**config.mk**
```make
export PLATFORM = sky130hd
export DESIGN_NAME = seqdet_onehot_param
export DESIGN_NICKNAME = d
export VERILOG_FILES = /design/src/rtl/seqdet_pkg.sv /design/src/rtl/seqdet_sat_counter.sv /design/src/rtl/seqdet_onehot_param.sv
export SDC_FILE = /design/constraint.sdc
export NUM_CORES = 1
export LEC_CHECK = 0
export BUFFER_PORTS_ARGS = -buffer_cell sky130_fd_sc_hd__buf_2
export CELL_PAD_IN_SITES_DETAIL_PLACEMENT = 2
export CELL_PAD_IN_SITES_GLOBAL_PLACEMENT = 2
export CORE_ASPECT_RATIO = 1.1
export CORE_MARGIN = 3
export CORE_UTILIZATION = 31
export DETAILED_ROUTE_END_ITERATION = 16
export HOLD_SLACK_MARGIN = 0.05
export PLACE_DENSITY_LB_ADDON = 0.2
export SKIP_LAST_GASP = 1
export SLEW_MARGIN = 20
export SYNTH_ARGS = -nofsm -noshare
export SYNTH_HDL_FRONTEND = slang
export SYNTH_SLANG_ARGS = --single-unit
```
**constraint.sdc**
```tcl
create_clock -name clk -period 2.6 [get_ports clk]
set_input_delay 0.78 -clock clk [delete_from_list [all_inputs] [get_ports clk]]
set_output_delay 0.78 -clock clk [all_outputs]
set_load 0.02 [all_outputs]
```
**src/rtl/seqdet_pkg.sv**
```systemverilog
// Shared types and reset defaults for the programmable serial sequence detector.
// The config struct is sized to fixed capacities so any PAT_MAX up to SEQDET_PAT_CAP fits.
package seqdet_pkg;

  localparam int SEQDET_PAT_CAP   = 32;
  localparam int SEQDET_LEN_CAP_W = 6;

  localparam logic [2:0] SEQDET_DEF_PAT = 3'b101;
  localparam int         SEQDET_DEF_LEN = 3;

  typedef struct packed {
    logic [SEQDET_PAT_CAP-1:0]   pattern;
    logic [SEQDET_LEN_CAP_W-1:0] len;
    logic                        overlap;
  } seqdet_cfg_t;

  localparam seqdet_cfg_t SEQDET_CFG_RST = '{
    pattern: SEQDET_PAT_CAP'(SEQDET_DEF_PAT),
    len:     SEQDET_LEN_CAP_W'(SEQDET_DEF_LEN),
    overlap: 1'b1
  };

  function automatic logic seqdet_len_bad(input logic [SEQDET_LEN_CAP_W-1:0] len,
                                          input int pat_max);
    return (len == '0) || (int'(len) > pat_max);
  endfunction

endpackage

```
**src/rtl/seqdet_sat_counter.sv**
```systemverilog
// Saturating match counter; a clear coinciding with an increment leaves a count of one.
module seqdet_sat_counter #(
  parameter int CNT_W = 16
) (
  input  logic             clk,
  input  logic             resetn,
  input  logic             clr,
  input  logic             inc,
  output logic [CNT_W-1:0] count,
  output logic             sat
);

  logic [CNT_W-1:0] count_d, count_q;
  logic             sat_d, sat_q;

  always_comb begin
    count_d = count_q;
    if (clr) begin
      count_d = {{(CNT_W-1){1'b0}}, inc};
    end else if (inc && !sat_q) begin
      count_d = count_q + CNT_W'(1);
    end
    sat_d = &count_d;
  end

  always_ff @(posedge clk or negedge resetn) begin
    if (!resetn) begin
      count_q <= '0;
      sat_q   <= 1'b0;
    end else begin
      count_q <= count_d;
      sat_q   <= sat_d;
    end
  end

  assign count = count_q;
  assign sat   = sat_q;

endmodule

```
**src/rtl/seqdet_onehot_param.sv**
```systemverilog
// Runtime-programmable serial sequence detector built on a prefix-match vector,
// with registered match pulse, one-hot progress and a saturating match counter.
module seqdet_onehot_param
  import seqdet_pkg::*;
#(
  parameter int PAT_MAX = 8,
  parameter int LEN_W   = $clog2(PAT_MAX + 1),
  parameter int CNT_W   = 16
) (
  input  logic               clk,
  input  logic               resetn,
  input  logic               cfg_we,
  input  logic [PAT_MAX-1:0] cfg_pattern,
  input  logic [LEN_W-1:0]   cfg_len,
  input  logic               cfg_overlap,
  input  logic               din_valid,
  input  logic               din,
  input  logic               cnt_clr,
  output logic               match,
  output logic [PAT_MAX-1:0] state_onehot,
  output logic [CNT_W-1:0]   match_count,
  output logic               count_sat,
  output logic               cfg_err
);

  seqdet_cfg_t        cfg_d, cfg_q;
  logic               cfg_err_d, cfg_err_q;
  logic [PAT_MAX-1:1] p_d, p_q, p_upd;
  logic [PAT_MAX-1:0] pfx, pat, state_d, state_q;
  logic               match_d, match_q, hit;
  int                 len_i;
  logic               unused_pat_hi;

  // pfx[k] is the prefix vector with the always-true empty prefix at bit 0.
  always_comb begin
    pat   = cfg_q.pattern[PAT_MAX-1:0];
    len_i = int'(cfg_q.len);
    pfx   = {p_q, 1'b1};
    p_upd = '0;
    hit   = 1'b0;
    for (int k = 1; k < PAT_MAX; k++) begin
      if (k < len_i) p_upd[k] = pfx[k-1] & (din == pat[k-1]);
    end
    for (int k = 0; k < PAT_MAX; k++) begin
      if (k == len_i - 1) hit = pfx[k] & (din == pat[k]);
    end
  end

  always_comb begin
    cfg_d     = cfg_q;
    cfg_err_d = cfg_err_q;
    p_d       = p_q;
    match_d   = 1'b0;
    if (cfg_we) begin
      cfg_d.pattern = SEQDET_PAT_CAP'(cfg_pattern);
      cfg_d.len     = SEQDET_LEN_CAP_W'(cfg_len);
      cfg_d.overlap = cfg_overlap;
      cfg_err_d     = seqdet_len_bad(SEQDET_LEN_CAP_W'(cfg_len), PAT_MAX);
      p_d           = '0;
    end else if (din_valid && !cfg_err_q) begin
      match_d = hit;
      p_d     = (hit && !cfg_q.overlap) ? '0 : p_upd;
    end

    // Highest matched prefix wins; the empty prefix is the fallback.
    state_d    = '0;
    state_d[0] = 1'b1;
    for (int k = 1; k < PAT_MAX; k++) begin
      if (p_d[k]) begin
        state_d    = '0;
        state_d[k] = 1'b1;
      end
    end
  end

  always_ff @(posedge clk or negedge resetn) begin
    if (!resetn) begin
      cfg_q     <= SEQDET_CFG_RST;
      cfg_err_q <= 1'b0;
      p_q       <= '0;
      match_q   <= 1'b0;
      state_q   <= PAT_MAX'(1);
    end else begin
      cfg_q     <= cfg_d;
      cfg_err_q <= cfg_err_d;
      p_q       <= p_d;
      match_q   <= match_d;
      state_q   <= state_d;
    end
  end

  seqdet_sat_counter #(
    .CNT_W (CNT_W)
  ) u_cnt (
    .clk    (clk),
    .resetn (resetn),
    .clr    (cnt_clr),
    .inc    (match_d),
    .count  (match_count),
    .sat    (count_sat)
  );

  // Pattern capacity above PAT_MAX is carried but never consulted.
  assign unused_pat_hi = ^cfg_q.pattern;

  assign match        = match_q;
  assign state_onehot = state_q;
  assign cfg_err      = cfg_err_q;

endmodule

```
==> run_results.csv <==
group,metric,value,unit
yosys,ys_seq_area_share,48.4,%
grt,grt_max_degree,30,
die,start_util,32.1,%
final_layout,final_cells,423,
yosys,syn_nets,259,
sta,setup_tns,-94.0,ps
setup_path,path_class,"in2reg",
yosys,synthesis.area,0.00240,mm2
power_and_ir_drop,irDropWorstVdd,0.243,mV
final_layout,final_nets,337,
die,rows,33,
setup_path,critPathCaptureType,"flip-flop",
cts,clk_latency,300,ps
setup_path,crit_start,"din",
sta,fin_ws,-94.0,ps
cts,numClockSinks,46,
placement,post-dp-hpwl,5720,um
final_layout,n_antenna_cell,0,
final_layout,syn2layout_area_growth,36.6,%
cts,htree_levels,2,
die,design.die.area,0.00882,mm2
placement,port_buffers,45,
setup_path,startpoint_type,"input port",
setup_path,critical_path_arrival,2940,ps
cts,cts_buffer_depth,2,
cts,cts.reportedPaths.clkPinSlew,90,ps
run_status,violations,"negative setup slack",
yosys,synth.distinct_cells,50,
power_and_ir_drop,power_density,446,mW/mm2
setup_path,r2r-start,"cfg_q[1]$_DFFE_PN1P_",
yosys,ys_seq_elements,46,
sta,finalSetupViolations,1,
setup_path,worstPathCellList,"buf_12 -> xnor2_4 -> a32oi_1 -> o221a_1 -> o32a_1 -> or4_4 -> a211o_1 -> a2111oi_2 -> and4_1",
grt,grt_antenna_before_repair,0,
drt,drt-initial-drc-count,35,
cts,cts_tree,"yes",
sta,rsz0062_at_grt,"true",
yosys,syn_inst,239,
yosys,avgSynthCellArea,10.0,um2
setup_path,crit_family,"compound AO/OA/AOI/OAI gates",
sta,final_max_slew_viol_count,0,
setup_path,worst_path_max_delay_cell,"or4_4",
die,die_h,98.2,um
sta,timing.fmax,371,MHz
yosys,synthFlopType,"dfrtp_1",
sta,layout_worst_path_cycle_share,104,%
placement,dp.cells,415,
setup_path,max_stage_delay,440,ps
yosys,synth_area_leaders,"dfrtp_1, dfstp_2, xnor2_1, mux2_2, nand2_1",
setup_path,crit_fanout,8,
yosys,synth_top_area_share,41.8,%
final_layout,layout-drive-gt1-share,41.2,%
sta,post-route-min-period,2690,ps
cts,cts_buffers,5,
yosys,synth_edf_count,0,
cts,postCtsSetupBuffers,0,
drt,first_pass_iters,4,
grt,overflow,0,
run_status,outcome,"complete, but fails checks",
yosys,yosysTopAreaCell,"dfrtp_1",
setup_path,path_buf_inv,1,
sta,finalHoldViolations,0,
sta,skew,8.15,ps
min_path,hp-class,"in2async",
die,coreArea,0.00747,mm2
yosys,yosys_warnings,0,
die,fp.dieW,89.8,um
yosys,async_reset_ff_share,100,%
grt,grt_pass1_wl,12300,um
flow_run,drv_cap,0,
drt,routed_wl,7300,um
die,ios,46,
sta,relSlewSlack,74.0,%
drt,vias,2164,
drt,drc,0,
sta,max_slew.worst_pin.slew,390,ps
placement,place_congestion,0.775,
grt,gr-usage-all-layers,17.5,%
drt,drtAntennaViolNets,0,
cts,root_buffer,"clkbuf_8",
drt,wl_per_cell,17.3,um
drt,avgViaCountPerCell,5.12,
power_and_ir_drop,p_leak,0.00145,uW
grt,first_global_vias,2424,
setup_path,crit_required,2850,ps
## synth_stat cells, drive strengths merged, types with 2 or more instances
cell / n
o221a: 2
nand2: 21
o41ai: 2
a2bb2oi: 2
dfrtp: 40
nand3: 7
nor2: 20
o21bai: 2
a32oi: 2
or4: 2
nor4: 9
nand3b: 2
and3: 2
nor3b: 3
nand2b: 5
buf: 5
dfstp: 6
or2: 2
mux2: 12
inv: 6
or3: 2
a21oi: 11
o21ai: 7
and4: 2
o31ai: 3
o31a: 3
clkbuf: 10
nor2b: 6
nand4: 6
nor3: 5
xnor2: 17
## through the flow
| stage | utilization, % | hold slack [ps] | total power, uW | worst slack [ps] | instance area, um2 |
|---|---|---|---|---|---|
| 2_1_floorplan | - | 484 | 901 | -236 | 2530 |
| 3_3_place_gp | 41.2 | 516 | 983 | -543 | 3080 |
| 3_5_place_dp | 41.2 | 519 | 992 | -656 | 3080 |
| 4_1_cts | 43.4 | 364 | 1480 | -89.9 | 3240 |
| 5_1_grt | 43.8 | 375 | 1530 | -194 | 3270 |
| 6_report | 43.8 | 354 | 1460 | -94.0 | 3270 |
## repair_timing
action	CTS	global route
gates resized for setup	11	5
hold buffers	0	0
pin swaps	3	2
setup endpoints to repair	7	4
## flip-flops by register name, indices dropped and copies added (netlist names)
register,count
match,1
p_q,7
u_cnt.sat,1
cfg_q,13
cfg_err,1
u_cnt.count,16
state_onehot,7
## cell families after synthesis
kind of cell               count (synthesis)  share of synthesized area, %
AOI/OAI and AO/OA                         44                          13.3
xor gates and xnor gates                  18                          6.89
adders and majority gates                  1                         0.522
buffers and inverters                     21                          4.07
DFF                                       46                          48.4
muxes                                     12                          5.64
and+or+nand+nor                           97                          21.3
## layer usage
metal | vias to the layer above | global-route usage, % | wire length [um]
met1 | 1110 | 18.5 | 2750
met5 | - | 0 | 0
met2 | 35 | 35.2 | 4250
li1 | 1012 | - | -
met3 | 7 | 2.93 | 214
met4 | 0 | 4.72 | 87
## where the power goes
group / leakage, uW / internal (uW) / total (uW) / switching, uW
Clock: 0.0000482 / 215 / 472 / 257
Combinational: 0.000798 / 107 / 216 / 108
Sequential: 0.000601 / 748 / 772 / 24.4
Total: 0.00145 / 1070 / 1460 / 390
## layout by cell type (no fill, tap or decap), types with 3 or more instances in the layout
master,instances
buf_2,44
dfstp_2,6
nand2b_1,5
nand4_1,6
inv_1,6
mux2_2,12
nor4_4,3
nand2_1,21
xnor2_2,4
buf_4,41
o21ai_0,5
nor2b_1,6
a21oi_1,10
o31a_1,3
nand3_1,7
nor2_1,19
clkbuf_8,6
xnor2_1,10
dfrtp_1,40
xnor2_4,3
nor3_1,4
nor4_1,6
## area by class of cell
cell class                 count  area [um2]
inverter                       6        22.5
clock buffer                   7        86.3
sequential                    46        1160
timing repair buffer          86         548
multi-input combinational    172        1320
tap                          105         131
fill                         816        4200
clock inverter                 1        5.00
## final timing paths
path                       slack, ps                         to  cells after the start
max reg2reg                      -50        u_cnt.sat$_DFF_PN0_                      8
min in group clk                 530       cfg_q[8]$_DFFE_PN0P_                      1
min reg2reg                      530       cfg_q[8]$_DFFE_PN0P_                      1
min                              350  u_cnt.count[10]$_DFF_PN0_                      1
max in group asynchronous       1610       cfg_q[9]$_DFFE_PN1P_                      2
max                              -90        u_cnt.sat$_DFF_PN0_                      9
(Power assumes the default switching activity.)
